--- src/rtl/tcam_serial_driver_if.sv ---
// Command, TCAM serial/status and response signals of tcam_serial_driver.
// The slave modport is the driver's view; master is the surrounding environment.
interface tcam_serial_driver_if #(
    parameter int KWID    = 128,
    parameter int IDWID   = 16,
    parameter int MASKWID = 18
);
    logic               cmd_valid;
    logic               cmd_ready;
    logic               cmd_op;
    logic [KWID-1:0]    cmd_key;
    logic [IDWID-1:0]   cmd_id;
    logic [MASKWID-1:0] cmd_maskid;
    logic [IDWID-1:0]   cmd_priority;

    logic               key;
    logic               setting_id;
    logic               setting_maskid;
    logic               setting_priority;
    logic               search;
    logic               setting;

    logic [IDWID-1:0]   ruleid;
    logic               search_complete;
    logic               setting_complete;
    logic               mismatch;

    logic               rsp_valid;
    logic               rsp_ready;
    logic               rsp_op;
    logic [IDWID-1:0]   rsp_ruleid;
    logic               rsp_mismatch;
    logic               rsp_timeout;

    modport slave (
        input  cmd_valid, cmd_op, cmd_key, cmd_id, cmd_maskid, cmd_priority,
        input  ruleid, search_complete, setting_complete, mismatch, rsp_ready,
        output cmd_ready, key, setting_id, setting_maskid, setting_priority,
        output search, setting,
        output rsp_valid, rsp_op, rsp_ruleid, rsp_mismatch, rsp_timeout
    );

    modport master (
        output cmd_valid, cmd_op, cmd_key, cmd_id, cmd_maskid, cmd_priority,
        output ruleid, search_complete, setting_complete, mismatch, rsp_ready,
        input  cmd_ready, key, setting_id, setting_maskid, setting_priority,
        input  search, setting,
        input  rsp_valid, rsp_op, rsp_ruleid, rsp_mismatch, rsp_timeout
    );
endinterface

--- src/rtl/tcam_serial_driver.sv ---
// Serialises a search/setting command into a TCAM's serial-to-parallel registers,
// strobes the operation and returns the completion (or a timeout) as a response.
module tcam_serial_driver #(
    parameter int KWID    = 128,
    parameter int IDWID   = 16,
    parameter int MASKWID = 18,
    parameter int TIMEOUT = 1024
) (
    input  logic                clk_i,
    input  logic                rst_ni,
    tcam_serial_driver_if.slave bus
);
    localparam int CNTW  = (KWID > 1) ? $clog2(KWID) : 1;
    localparam int WCNTW = (TIMEOUT > 1) ? $clog2(TIMEOUT) : 1;
    localparam logic [CNTW-1:0]  LastBit  = CNTW'(KWID - 1);
    localparam logic [WCNTW-1:0] LastWait = WCNTW'(TIMEOUT - 1);

    typedef enum logic [2:0] {ST_IDLE, ST_SHIFT, ST_STROBE, ST_WAIT, ST_RESP} state_e;

    state_e           state_q, state_d;
    logic             readyEn_q;
    logic             op_q;
    logic [KWID-1:0]  keySr_q, idSr_q, maskSr_q, prioSr_q;
    logic [CNTW-1:0]  bitCnt_q;
    logic [WCNTW-1:0] waitCnt_q;
    logic [IDWID-1:0] rspRuleId_q;
    logic             rspMismatch_q;
    logic             rspTimeout_q;

    logic accept;
    logic done;
    logic lastWait;

    assign accept   = bus.cmd_valid && bus.cmd_ready;
    assign done     = op_q ? bus.setting_complete : bus.search_complete;
    assign lastWait = (waitCnt_q == LastWait);

    always_ff @(posedge clk_i or negedge rst_ni) begin
        if (!rst_ni) begin
            state_q <= ST_IDLE;
        end else begin
            state_q <= state_d;
        end
    end

    always_comb begin
        state_d = state_q;
        unique case (state_q)
            ST_IDLE:   if (accept) state_d = ST_SHIFT;
            ST_SHIFT:  if (bitCnt_q == LastBit) state_d = ST_STROBE;
            ST_STROBE: state_d = ST_WAIT;
            ST_WAIT:   if (done || lastWait) state_d = ST_RESP;
            ST_RESP:   if (bus.rsp_ready) state_d = ST_IDLE;
            default:   state_d = ST_IDLE;
        endcase
    end

    // readyEn_q keeps CMD_READY low during reset and until the first clock after it.
    always_comb begin
        bus.cmd_ready        = readyEn_q && (state_q == ST_IDLE);
        bus.key              = 1'b0;
        bus.setting_id       = 1'b0;
        bus.setting_maskid   = 1'b0;
        bus.setting_priority = 1'b0;
        if (state_q == ST_SHIFT) begin
            bus.key              = keySr_q[KWID-1];
            bus.setting_id       = idSr_q[KWID-1];
            bus.setting_maskid   = maskSr_q[KWID-1];
            bus.setting_priority = prioSr_q[KWID-1];
        end
        bus.search       = (state_q == ST_STROBE) && !op_q;
        bus.setting      = (state_q == ST_STROBE) && op_q;
        bus.rsp_valid    = (state_q == ST_RESP);
        bus.rsp_op       = op_q;
        bus.rsp_ruleid   = rspRuleId_q;
        bus.rsp_mismatch = rspMismatch_q;
        bus.rsp_timeout  = rspTimeout_q;
    end

    always_ff @(posedge clk_i or negedge rst_ni) begin
        if (!rst_ni) begin
            readyEn_q     <= 1'b0;
            op_q          <= 1'b0;
            keySr_q       <= '0;
            idSr_q        <= '0;
            maskSr_q      <= '0;
            prioSr_q      <= '0;
            bitCnt_q      <= '0;
            waitCnt_q     <= '0;
            rspRuleId_q   <= '0;
            rspMismatch_q <= 1'b0;
            rspTimeout_q  <= 1'b0;
        end else begin
            readyEn_q <= 1'b1;
            unique case (state_q)
                ST_IDLE: begin
                    if (accept) begin
                        op_q     <= bus.cmd_op;
                        keySr_q  <= bus.cmd_key;
                        idSr_q   <= KWID'(bus.cmd_id);
                        maskSr_q <= KWID'(bus.cmd_maskid);
                        prioSr_q <= KWID'(bus.cmd_priority);
                        bitCnt_q <= '0;
                    end
                end
                ST_SHIFT: begin
                    keySr_q  <= {keySr_q[KWID-2:0], 1'b0};
                    idSr_q   <= {idSr_q[KWID-2:0], 1'b0};
                    maskSr_q <= {maskSr_q[KWID-2:0], 1'b0};
                    prioSr_q <= {prioSr_q[KWID-2:0], 1'b0};
                    bitCnt_q <= bitCnt_q + CNTW'(1);
                end
                ST_STROBE: begin
                    waitCnt_q <= '0;
                end
                ST_WAIT: begin
                    // Completion is checked first so it wins over the final timeout cycle.
                    if (done) begin
                        rspRuleId_q   <= op_q ? '0 : bus.ruleid;
                        rspMismatch_q <= op_q ? 1'b0 : bus.mismatch;
                        rspTimeout_q  <= 1'b0;
                    end else if (lastWait) begin
                        rspRuleId_q   <= '0;
                        rspMismatch_q <= !op_q;
                        rspTimeout_q  <= 1'b1;
                    end else begin
                        waitCnt_q <= waitCnt_q + WCNTW'(1);
                    end
                end
                default: begin
                end
            endcase
        end
    end
endmodule

--- src/flat_wrapper.sv ---
// flat-port wrapper written by rule: the top's interface ports become plain ports
module tcam_serial_driver_flat 
#(
    parameter int KWID    = 128,
    parameter int IDWID   = 16,
    parameter int MASKWID = 18,
    parameter int TIMEOUT = 1024
)
  (clk_i, rst_ni, bus_cmd_valid, bus_cmd_op, bus_cmd_key, bus_cmd_id, bus_cmd_maskid, bus_cmd_priority, bus_ruleid, bus_search_complete, bus_setting_complete, bus_mismatch, bus_rsp_ready, bus_cmd_ready, bus_key, bus_setting_id, bus_setting_maskid, bus_setting_priority, bus_search, bus_setting, bus_rsp_valid, bus_rsp_op, bus_rsp_ruleid, bus_rsp_mismatch, bus_rsp_timeout);
  tcam_serial_driver_if #(.KWID(KWID), .IDWID(IDWID), .MASKWID(MASKWID)) bus_i ();
  input  logic clk_i;
  input  logic rst_ni;
  input wire logic [$bits(bus_i.cmd_valid)-1:0] bus_cmd_valid;
  input wire logic [$bits(bus_i.cmd_op)-1:0] bus_cmd_op;
  input wire logic [$bits(bus_i.cmd_key)-1:0] bus_cmd_key;
  input wire logic [$bits(bus_i.cmd_id)-1:0] bus_cmd_id;
  input wire logic [$bits(bus_i.cmd_maskid)-1:0] bus_cmd_maskid;
  input wire logic [$bits(bus_i.cmd_priority)-1:0] bus_cmd_priority;
  input wire logic [$bits(bus_i.ruleid)-1:0] bus_ruleid;
  input wire logic [$bits(bus_i.search_complete)-1:0] bus_search_complete;
  input wire logic [$bits(bus_i.setting_complete)-1:0] bus_setting_complete;
  input wire logic [$bits(bus_i.mismatch)-1:0] bus_mismatch;
  input wire logic [$bits(bus_i.rsp_ready)-1:0] bus_rsp_ready;
  output wire logic [$bits(bus_i.cmd_ready)-1:0] bus_cmd_ready;
  output wire logic [$bits(bus_i.key)-1:0] bus_key;
  output wire logic [$bits(bus_i.setting_id)-1:0] bus_setting_id;
  output wire logic [$bits(bus_i.setting_maskid)-1:0] bus_setting_maskid;
  output wire logic [$bits(bus_i.setting_priority)-1:0] bus_setting_priority;
  output wire logic [$bits(bus_i.search)-1:0] bus_search;
  output wire logic [$bits(bus_i.setting)-1:0] bus_setting;
  output wire logic [$bits(bus_i.rsp_valid)-1:0] bus_rsp_valid;
  output wire logic [$bits(bus_i.rsp_op)-1:0] bus_rsp_op;
  output wire logic [$bits(bus_i.rsp_ruleid)-1:0] bus_rsp_ruleid;
  output wire logic [$bits(bus_i.rsp_mismatch)-1:0] bus_rsp_mismatch;
  output wire logic [$bits(bus_i.rsp_timeout)-1:0] bus_rsp_timeout;
  assign bus_i.cmd_valid = bus_cmd_valid;
  assign bus_i.cmd_op = bus_cmd_op;
  assign bus_i.cmd_key = bus_cmd_key;
  assign bus_i.cmd_id = bus_cmd_id;
  assign bus_i.cmd_maskid = bus_cmd_maskid;
  assign bus_i.cmd_priority = bus_cmd_priority;
  assign bus_i.ruleid = bus_ruleid;
  assign bus_i.search_complete = bus_search_complete;
  assign bus_i.setting_complete = bus_setting_complete;
  assign bus_i.mismatch = bus_mismatch;
  assign bus_i.rsp_ready = bus_rsp_ready;
  assign bus_cmd_ready = bus_i.cmd_ready;
  assign bus_key = bus_i.key;
  assign bus_setting_id = bus_i.setting_id;
  assign bus_setting_maskid = bus_i.setting_maskid;
  assign bus_setting_priority = bus_i.setting_priority;
  assign bus_search = bus_i.search;
  assign bus_setting = bus_i.setting;
  assign bus_rsp_valid = bus_i.rsp_valid;
  assign bus_rsp_op = bus_i.rsp_op;
  assign bus_rsp_ruleid = bus_i.rsp_ruleid;
  assign bus_rsp_mismatch = bus_i.rsp_mismatch;
  assign bus_rsp_timeout = bus_i.rsp_timeout;
  tcam_serial_driver #(.KWID(KWID), .IDWID(IDWID), .MASKWID(MASKWID), .TIMEOUT(TIMEOUT)) u_core (.clk_i(clk_i), .rst_ni(rst_ni), .bus(bus_i));
endmodule
--- config.mk ---
export PLATFORM = sky130hd
export DESIGN_NAME = tcam_serial_driver_flat
export DESIGN_NICKNAME = d
export VERILOG_FILES = /design/src/rtl/tcam_serial_driver_if.sv /design/src/rtl/tcam_serial_driver.sv /design/src/flat_wrapper.sv
export SDC_FILE = /design/constraint.sdc
export NUM_CORES = 1
export LEC_CHECK = 0
export CAP_MARGIN = 5
export CORE_MARGIN = 2
export CORE_UTILIZATION = 57
export CTS_CLUSTER_SIZE = 28
export DETAILED_ROUTE_END_ITERATION = 16
export PLACE_DENSITY = 0.88
export SLEW_MARGIN = 20
export SYNTH_ARGS = -nofsm -noshare
export SYNTH_HDL_FRONTEND = slang
export SYNTH_SLANG_ARGS = --single-unit
export TNS_END_PERCENT = 20
--- constraint.sdc ---
create_clock -name clk_i -period 2.5 [get_ports clk_i]
set_clock_uncertainty 0.1 [all_clocks]
set_input_delay 0.625 -clock clk_i [delete_from_list [all_inputs] [get_ports clk_i]]
set_output_delay 0.625 -clock clk_i [all_outputs]
set_load 0.02 [all_outputs]
# [Word level (Yosys, flattened, before mapping)]
# Cells that the tools add are included.
[op_classes] n_addsub=2 muxes=31 eq_ne=12 reduce_logical=15
[op_table] cell="128-bit one-hot mux with 2 select lines" count=4
[op_table] cell="128-bit two-way mux" count=4
[op_table] cell="16-bit two-way mux" count=3
[op_table] cell="10-bit two-way mux" count=2
[op_table] cell="10-bit one-hot mux with 2 select lines" count=1
[op_table] cell="3-bit one-hot mux with 5 select lines" count=1
[op_table] cell="7-bit one-hot mux with 2 select lines" count=1
[op_table] cell="3-bit two-way mux" count=4
[op_table] cell="10-bit by 1-bit adder with 10-bit output (second input constant)" count=1
[op_table] cell="10-bit == test (second input constant)" count=1
[op_table] cell="1-bit two-way mux" count=10
[op_table] cell="7-bit by 1-bit adder with 7-bit output (second input constant)" count=1
[op_table] cell="7-bit == test (second input constant)" count=1
[op_table] cell="7-bit two-way mux" count=1
[op_table] cell="3-bit by 2-bit == test with 1-bit output (second input constant)" count=2
[op_table] cell="2-bit by 1-bit inequality test with 1-bit output (second input constant)" count=3
[op_table] cell="2-bit inequality test (second input constant)" count=3
[op_table] cell="2-bit AND reduction" count=3
[op_table] cell="2-bit nonzero test" count=3
[op_table] cell="1-bit logical AND" count=4
[op_table] cell="4-bit AND reduction" count=1
[op_table] cell="3-bit by 1-bit == test with 1-bit output (second input constant)" count=1
[op_table] cell="3-bit == test (second input constant)" count=1
[op_table] cell="3-bit logical NOT" count=1
[op_table] cell="other kinds (3)" count=3
[totals] register_bits=552 inputBits=202 word_cells=72 out_inout_bits=27

# [Longest topological paths before layout]
[depth] ltp_word=5 mapped_depth=9 depth_no_buf=5

# [Worst setup path after synthesis]
# No wires, ideal clock.
[synth_timing] path_kind="reg2out" from="register u_core.state_q[0]" to="output port bus_setting_priority" t_arrival_ns=1.503 path_stages_with_launch=5 required_ns=1.775 setup_slack_ns=0.272 n_path_buf=2 cell_sequence="dfrtp_1 buf_4 nor3b_1 clkbuf_1 and2_1"
[synth_between] elab_chain_cells=2
[synth_rtl] item="start: declaration" line="tcam_serial_driver.sv:20" text="state_e state_q, state_d;"
[synth_rtl] item="start signal: assignment" line="tcam_serial_driver.sv:42" text="state_q <= state_d;"
[synth_rtl] item="3-bit by 1-bit == test with 1-bit output" line="tcam_serial_driver.sv:65" text="if (state_q == ST_SHIFT) begin"
[synth_rtl] item="1-bit two-way mux" line="tcam_serial_driver.sv:65"
[synth_rtl] item="end: declaration" line="flat_wrapper.sv:28" text="output wire logic [$bits(bus_i.setting_priority)-1:0] bus_setting_priority;"
# Every way passes these cells.

# [Worst setup path after layout]
[layout_timing] from="register u_core.state_q[1]" to="output port bus_key"
[layout_between] elab_chain_cells=2
[layout_rtl] item="3-bit by 1-bit == test with 1-bit output" line="tcam_serial_driver.sv:65"
[layout_rtl] item="1-bit two-way mux" line="tcam_serial_driver.sv:65"
[layout_rtl] item="end: declaration" line="flat_wrapper.sv:25" text="output wire logic [$bits(bus_i.key)-1:0] bus_key;"
# Every way passes these cells.

==> results.yml <==
timing:
  fin_tns_setup_ps: 0
  period_share: 0.9886
  relSlewSlack: 0.5785
  final_max_slew_viol_count: 0
  whs_ps: 361.1
  tightest_slew_ps: 632.3
  fin_crit_ps: 2472
  finalHoldViolations: 0
  rsz0062_at_grt: "yes"
  fmaxAchievable_ghz: 0.4046
  finalSetupViolCount: 0
worst_setup_path:
  reg2reg_depth: 8
  cp-end-kind: "output port"
  arrival_ps: 1750
  reg2reg_to: "u_core.keySr_q[4]$_DFFE_PN0P_"
  r2r_setup_slack_ps: 260
  crit_fanout: 5
  required_ps: 1770
  rr_startpoint: "u_core.state_q[2]$_DFFE_PN0P_"
  crit_type: "reg2out"
  start_kind: "flop"
power_and_ir_drop:
  powerDensity_nw_per_um2: 1157
  ir_worst_vdd_uv: 623.1
  power_mw: 32.43
  p_leak_nw: 12.34
detailed_routing:
  remaining_drc_errors: 0
  route.top_layer_used: "met4"
  drt-initial-drc-count: 1744
  vias_per_cell: 5.780
  vias: 19480
  wl_met1_um: 22720
  wl_met3_um: 3835
  wl_met2_um: 27880
  wl_per_cell_um: 16.57
  first_pass_iters: 6
  routed_wirelength_um: 55840
  ant_nets: 0
placement:
  numPortBuffers: 228
  gp_congestion: 0.8876
  dp_hpwl_um: 33600
floorplan:
  num_io_pins: 229
  die_y_um: 204.9
  num_rows: 73
  die_area_um2: 41990
  die_w_um: 204.9
  initial_core_util: 0.5777
  core_area_um2: 39820
clock_tree:
  cts_root_buffer: "clkbuf_16"
  clock_latency_ps: 610
  cts.sink_count: 552
  clock_path_buffers: 3
  htree_num_levels: 2
  clk_pin_slew_ps: 60
  tritoncts: "built"
  cts_buffers: 54
global_routing:
  grt_usage: 0.2684
  grt_max_degree: 151
  antenna_found_initial: 0
  overflow: 0
  grt_pass1_wl_um: 92390
  grt_pass1_vias: 19010
finish:
  regArea_um2: 13810
  fin_nets: 3004
  layout.cells.most_common_list: "nand2_1 (1,040), dfrtp_1 (552), o21ai_0 (365)"
  fillers: 2655
  multiInputGateArea_um2: 8217
  drive_above_1_share: 0.06784
  area_delta_synth_final_pct: 21.83
  diodes: 0
  layout_commonest_cell: "nand2_1"
synthesis:
  postSynthCellCount: 2633
  syn-num-nets: 2837
  yosysTopAreaCellShare: 0.6004
  ys_top_cells_by_area: "dfrtp_1 (60%), nand2_1 (17%), o21ai_0 (7.9%), a31oi_1 (4.9%), nor2_1 (3.0%)"
  ys_ff_latch: 552
  ys_types: 44
  mappedNetlistArea_um2: 23010
  yosysWarnings: 0
  synth_top_area_cell: "dfrtp_1"
  synth_seq_area_share: 0.6004
  avgSynthCellArea_um2: 8.738
outcome:
  outcome: "finished, final reports clean"
worst_hold_path:
  hp-start: "u_core.idSr_q[124]$_DFFE_PN0P_"
  min_path_cells: 2
  holdCritPathClass: "reg2reg"
  holdPathEnd: "u_core.idSr_q[125]$_DFFE_PN0P_"
run:
  cap_violations: 0
layout make-up:
class,count,area share
Clock inverter,21,0.01071
Timing Repair Buffer,314,0.1213
Sequential cell,552,0.4928
Clock buffer,80,0.05602
Tap cell,525,0.02344
Multi-Input combinational cell,1859,0.2931
Inverter,19,0.002544
cell usage after synthesis:
master	number
clkbuf_1	129
mux2_2	2
dfrtp_1	552
a21oi_1	10
nor4b_4	1
nor3b_1	2
and3b_1	1
a21o_1	4
nor4_1	1
nand3b_1	3
mux2i_1	1
ha_1	2
nand3_1	21
or2_2	1
o21a_1	1
o21ai_0	365
a22o_1	4
nor2_1	181
a31oi_1	179
or4_1	2
nor3_1	3
nand2b_1	1
buf_2	40
and2_1	7
buf_6	13
inv_1	19
nand2_1	1041
o211ai_1	5
nor4b_1	1
buf_1	10
buf_4	10
nand4_1	3
conb_1	1
o21bai_1	1
clkbuf_2	1
a2bb2oi_1	1
and3_1	2
nor2b_1	3
or3b_1	2
or4b_2	1
a211o_1	1
o31ai_1	1
o41ai_1	3
or2_1	1
worst max-delay path: stages, from the launching register on:
cell and delay (ps):
dfrtp_1 420, nor3b_4 280, buf_12 180, and2_1 130
buf_4 130
routing by layer:
metal	vias to the layer above	track usage
met4	0	0.08633
met1	9580	0.3685
met2	823	0.4445
li1	8933	-
met3	144	0.03882
met5	-	0
flip-flops by register name (all words and copies together) (netlist names):
signal and cells:
u_core.bus.rsp_mismatch 1, u_core.waitCnt_q 10, u_core.keySr_q 128, u_core.maskSr_q 128, u_core.state_q 3, u_core.bitCnt_q 7
u_core.bus.rsp_op 1, u_core.idSr_q 128, u_core.readyEn_q 1, u_core.bus.rsp_timeout 1, u_core.prioSr_q 128, u_core.bus.rsp_ruleid 16
repair_timing:
item | 4_1_cts | 5_1_grt
pin swaps | 0 | 2
setup buffers | 1 | 4
endpoints found under the hold margin | 36 | 0
cloned | 0 | 1
gates resized for setup | 33 | 15
endpoints found under the setup margin | 9 | 5
hold buffers | 1 | 0
per-stage QoR:
stage	cells	instance area, um^2	utilization	setup WS (ps)
2_1_floorplan	2633	23010	-	272.1
3_3_place_gp	3262	26080	0.6548	100.5
3_5_place_dp	3262	26080	0.6548	122.2
4_1_cts	3365	27950	0.7018	-89.64
5_1_grt	3370	28030	0.7038	-33.81
6_report	3370	28030	0.7038	28.48
cells by family (layout without fill, tap and decap cells):
logic type	after synthesis	after routing	share of synthesized area
AOI/OAI and AO/OA	575	575	0.1376
DFF	552	552	0.6004
buffers and inverters	222	434	0.04432
other	1	1	0.0001630
muxes	3	3	0.001414
and+or+nand+nor	1278	1278	0.2150
adders and majority gates	2	2	0.001087
where the power goes:
group	internal [mW]	switching (mW)	leakage, nW
clock	4.99	3.53	0.900
combinational	3.38	5.31	4.61
sequential	12.9	2.32	6.83
worst max path at each step:
stage | end | slack, ps | cells after the start | from
after floorplan | bus_setting_priority | 270 | 4 | u_core.state_q[0]$_DFFE_PN0P_
after global placement | u_core.waitCnt_q[8]$_DFFE_PN0P_ | 100 | 5 | bus_search_complete
after detailed placement | u_core.prioSr_q[4]$_DFFE_PN0P_ | 120 | 6 | bus_cmd_valid
after CTS | bus_setting | -90 | 4 | u_core.state_q[2]$_DFFE_PN0P_
after global routing | bus_search | -30 | 5 | u_core.state_q[1]$_DFFE_PN0P_
final | bus_key | 30 | 4 | u_core.state_q[1]$_DFFE_PN0P_
Power figures use the tool's default switching activity.
==> variant 1: new RTL, config.mk and constraints unchanged <==
Reset style: synchronous (`rst_ni`), changed in 2 clocked blocks.
--- a/src/rtl/tcam_serial_driver.sv
+++ b/src/rtl/tcam_serial_driver.sv
@@ -35,7 +35,7 @@
     assign done     = op_q ? bus.setting_complete : bus.search_complete;
     assign lastWait = (waitCnt_q == LastWait);
 
-    always_ff @(posedge clk_i or negedge rst_ni) begin
+    always_ff @(posedge clk_i) begin
         if (!rst_ni) begin
             state_q <= ST_IDLE;
         end else begin
@@ -77,7 +77,7 @@
         bus.rsp_timeout  = rspTimeout_q;
     end
 
-    always_ff @(posedge clk_i or negedge rst_ni) begin
+    always_ff @(posedge clk_i) begin
         if (!rst_ni) begin
             readyEn_q     <= 1'b0;
             op_q          <= 1'b0;
Behaviour: differs if rst_ni is asserted again (counterexample within 4 cycles, from zero or initial values and one cycle with rst_ni low); with rst_ni held inactive, the same outputs for 10 cycles.
==> variant 1 against the unedited design <==
  * Sequential share of layout area is 4.8 points lower
  * Sequential cell count stayed put
  * Setup slack better by 0.018 ns
  * Area after synthesis is 11% lower
  * Synthesized cell count is 11% lower
  * Critical path depth is 1 lower
  * Wire length is 16% lower
  * Cell area is 11% lower
Power is not compared: it rests on default switching activity, and its combinational part moved more than twofold at a synthesized area within 25%.
==> variant 1: results (changes against the unedited design) <==
final_layout:
  multi_input_cells: 1556  # -16%
  layout.filler_cells: 2479  # -6.6%
  signal_buffers: 285  # -9.2%
  layout.nets: 2659  # -11%
  drive_gt1_share_pct: 6.69  # -0.098 points
critical_path:
  r2r.worst_path.cells: 5  # -3
  crit_start: "u_core.state_q[0]"
  crit_slowest_cell: "dlygate4sd2_1"
  endpoint: "bus_rsp_valid"
  critPathMaxFanout: 19  # +14
  max_stage_delay_ns: 0.38  # -0.04 ns
grt:
  met1_usage_pct: 30.8  # -6.1 points
  met3_usage_pct: 4.38  # +0.49 points
outcome:
  status: "complete, no violations"
place:
  placedCellCount: 2861  # -12%
  place.gp.congestion: 0.858  # -3.3%
  place_ws_ns: -0.0342  # -0.156 ns
  dpl_cell_area_um2: 23000  # -12%
cts:
  ctsResizeCount: 27  # -18%
  post_cts_buffers: 0  # -1
yosys:
  yosys-top-cells-count: "dfxtp_1, nor2_1, nand2_1"
  synth_top_cells_by_area: "dfxtp_1, a22oi_1, nor2_1, a311oi_1, nand2_1"
  ys_async_sr_fraction_pct: 0  # -100 points
  synth_cells: 2343  # -11%
timing:
  fmax_mhz: 408  # +0.74%
  holdWs_ns: 0.358  # -0.00337 ns
detailed_routing:
  wire_per_inst_um: 15.9  # -4.0%
  drt-initial-drc-count: 1506  # -14%
  wl_met2_mm: 22.7  # -19%
  wl_met1_mm: 19.8  # -13%
  vias: 17523  # -10%
min_path:
  hold_start: "u_core.bus.rsp_ruleid[8]"
[variant 1: changes by cell type in the layout (fill, tap and decap cells not counted), sizes merged, moves of 16 or more]
cell / before / now
nand2: 1041 / 385
dfrtp: 552 / 0
dfxtp: 0 / 552
nor2: 181 / 521
a22oi: 0 / 335
o21ai: 365 / 30
a311oi: 0 / 177
a31oi: 179 / 8
buf: 93 / 62
nand4: 3 / 19
[variant 1: power groups by stage]
stage | clock [W] | sequential [W] | combinational, W
2_1_floorplan | 0 | 0.00937 | 0.00107
3_3_place_gp | 0 | 0.00939 | 0.00162
3_5_place_dp | 0 | 0.00941 | 0.00167
4_1_cts | 0.00855 | 0.00922 | 0.00170
5_1_grt | 0.00895 | 0.00925 | 0.00187
6_report | 0.00842 | 0.00923 | 0.00171
[variant 1: cell families after synthesis]
kind of cell	Yosys count	share of synthesized area, %
adders and majority gates	2	0.122
DFF	552	54.1
AOI/OAI and AO/OA	580	22.0
and+or+nand+nor	971	18.7
buffers and inverters	235	4.98
muxes	3	0.171
==> variant 2: new RTL, same settings <==
Without the edit above. `KWID` is set to 128 in 3 places; all go to 256.
--- a/src/rtl/tcam_serial_driver_if.sv
+++ b/src/rtl/tcam_serial_driver_if.sv
@@ -1,7 +1,7 @@
 // Command, TCAM serial/status and response signals of tcam_serial_driver.
 // The slave modport is the driver's view; master is the surrounding environment.
 interface tcam_serial_driver_if #(
-    parameter int KWID    = 128,
+    parameter int KWID    = 256,
     parameter int IDWID   = 16,
     parameter int MASKWID = 18
 );
--- a/src/rtl/tcam_serial_driver.sv
+++ b/src/rtl/tcam_serial_driver.sv
@@ -1,7 +1,7 @@
 // Serialises a search/setting command into a TCAM's serial-to-parallel registers,
 // strobes the operation and returns the completion (or a timeout) as a response.
 module tcam_serial_driver #(
-    parameter int KWID    = 128,
+    parameter int KWID    = 256,
     parameter int IDWID   = 16,
     parameter int MASKWID = 18,
     parameter int TIMEOUT = 1024
--- a/src/flat_wrapper.sv
+++ b/src/flat_wrapper.sv
@@ -1,7 +1,7 @@
 // flat-port wrapper written by rule: the top's interface ports become plain ports
 module tcam_serial_driver_flat 
 #(
-    parameter int KWID    = 128,
+    parameter int KWID    = 256,
     parameter int IDWID   = 16,
     parameter int MASKWID = 18,
     parameter int TIMEOUT = 1024
Interface: changed (resized bus_cmd_key); port bits go from 229 to 357. The function was not compared with the original's and may differ.
==> variant 2 against the unedited design <==
  * The flow now finishes with violations (setup timing)
  * Cell count is 43% higher
  * Cell area up 77%
  * Largest power group unchanged
  * Sequential share of layout area is 4.5 points higher
  * Power grew 75%
  * Setup slack lost 0.10 ns
  * Sequential power rose by 47%
  * Via count grew 51%
  * Area after synthesis increased by 78%
  * Wire length increased by 74%
  * Critical endpoint is now bus_setting_maskid
  * Sequential cell count is 513 higher
==> variant 2: results (changes against the unedited design) <==
cts:
  clkTransAtPathRegs_ns: 0.07
  insertion_delay_ns: 0.69  # +0.08 ns
  htreeDepth: 3  # +1
  numCtsBuffers: 101  # +87%
pwr:
  power_switching_share_pct: 36.3  # +1.8 points
  p_leak_nw: 23.0  # +87%
timing:
  slew_headroom_pct: 27.1  # -31 points
  finalSetupViolCount: 7  # +7
  hold_viol: 0  # unchanged
  fin_ws_ns: -0.0711  # -0.0995 ns
yosys:
  yosys-top-cells-count: "dfrtp_1, a22o_1, nand2_1"
  synth_top_cells_by_area: "dfrtp_1, a22o_1, nand2_1, a31oi_1, nor2_1"
  ys_types: 48  # +9.1%
  yosysSeqAreaShare_pct: 65.0  # +5.0 points
  avgSynthCellArea_um2: 11.8  # +35%
  synth_nets: 3818  # +35%
outcome:
  violations: "setup timing"
  status: "finished, violations left"
place:
  place_ws_ns: 0.0310  # -0.0912 ns
  dpl_cell_area_um2: 45800  # +76%
  place.gp.congestion: 0.868  # -2.2%
  placedCellCount: 4608  # +41%
  dp_hpwl_mm: 55.5  # +65%
  port_buffers: 356  # +56%
detailed_routing:
  firstDrtPassIters: 5  # -1
  vias: 29410  # +51%
  drt-initial-drc-count: 2812  # +61%
  wire_per_inst_um: 20.2  # +22%
critical_path:
  max_stage_delay_ns: 0.45  # +0.03 ns
  arrival_ns: 1.85  # +0.10 ns
  crit_slowest_cell: "dfrtp_2"
min_path:
  hp-class: "input port to asynchronous set/reset pin"
final_layout:
  layout.filler_cells: 4499  # +69%
  layout.nets: 4101  # +37%
grt:
  antenna_found_initial: 7  # +7
  grt_pass1_wl_mm: 155  # +68%
  grt_pass1_vias: 29558  # +56%
[variant 2: area by class of cell]
cell class | count | share of cell area (%)
inverters | 20 | 0.152
flip-flops and latches | 1065 | 53.8
well taps | 950 | 2.40
clock inverters | 42 | 1.38
repair buffers | 491 | 10.9
multi-input cells | 2090 | 25.5
clock buffers | 144 | 5.83
diodes | 4 | 0.0202
[variant 2: worst paths after layout]
path                                            from              endpoint  slack, ns  depth (start not counted)
worst max-delay path               u_core.state_q[1]    bus_setting_maskid      -0.07                          4
worst min-delay path                          rst_ni  u_core.prioSr_q[159]       0.34                          2
worst max register to register     u_core.state_q[1]   u_core.prioSr_q[11]      -0.03                          7
worst min register to register  u_core.maskSr_q[234]  u_core.maskSr_q[235]       0.38                          1
max in group asynchronous                     rst_ni     u_core.state_q[2]       1.04                          3
min in group clk_i              u_core.maskSr_q[234]  u_core.maskSr_q[235]       0.38                          1
[variant 2: cells by family (layout without fill, tap and decap cells)]
group           Yosys count  in the layout  synth area share (%)
other cells               1              5               0.00915
mux                       4              4                 0.107
compound gates         1083           1083                  21.0
buf+inv                 331            697                  4.29
fa+ha+maj                 2              2                0.0610
simple gates           1000           1000                  9.55
flops                  1065           1065                  65.0
[variant 2: worst register-to-register path: stages, from the launching register on]
cell and delay [ns]:
dfrtp_2 0.45, nor3b_4 0.29, buf_12 0.18, buf_4 0.27, buf_16 0.34, buf_12 0.43, nand2_1 0.20, a31oi_1 0.21
[variant 2: timing repair]
action,4_1_cts,5_1_grt
gates resized for setup,57,13
hold buffers,1,0
cloned,0,1
endpoints found under the hold margin,14,0
setup endpoints to repair,9,177
pin swaps,3,2
setup buffers,4,3
[variant 2: layer usage]
| layer | track usage [%] | share of wire, % |
|---|---|---|
| met2 | 41.1 | 49 |
| met1 | 35.6 | 42 |
| met3 | 4.66 | 5.7 |
| met4 | 9.89 | 3.2 |
| met5 | 0 | 0.033 |
[variant 2: power groups by stage]
stage / registers [W] / clock network, W / logic, W
2_1_floorplan: 0.0220 / 0 / 0.0128
4_1_cts: 0.0222 / 0.0164 / 0.0180
3_3_place_gp: 0.0222 / 0 / 0.0169
3_5_place_dp: 0.0224 / 0 / 0.0176
6_report: 0.0223 / 0.0163 / 0.0183
5_1_grt: 0.0226 / 0.0172 / 0.0202
[variant 2: stage by stage]
stage          utilization, %  TNS (ns)
2_1_floorplan               -         0
3_3_place_gp             64.2         0
3_5_place_dp             64.2         0
4_1_cts                  69.3    -0.348
5_1_grt                  69.4     -1.03
6_report                 69.4    -0.270
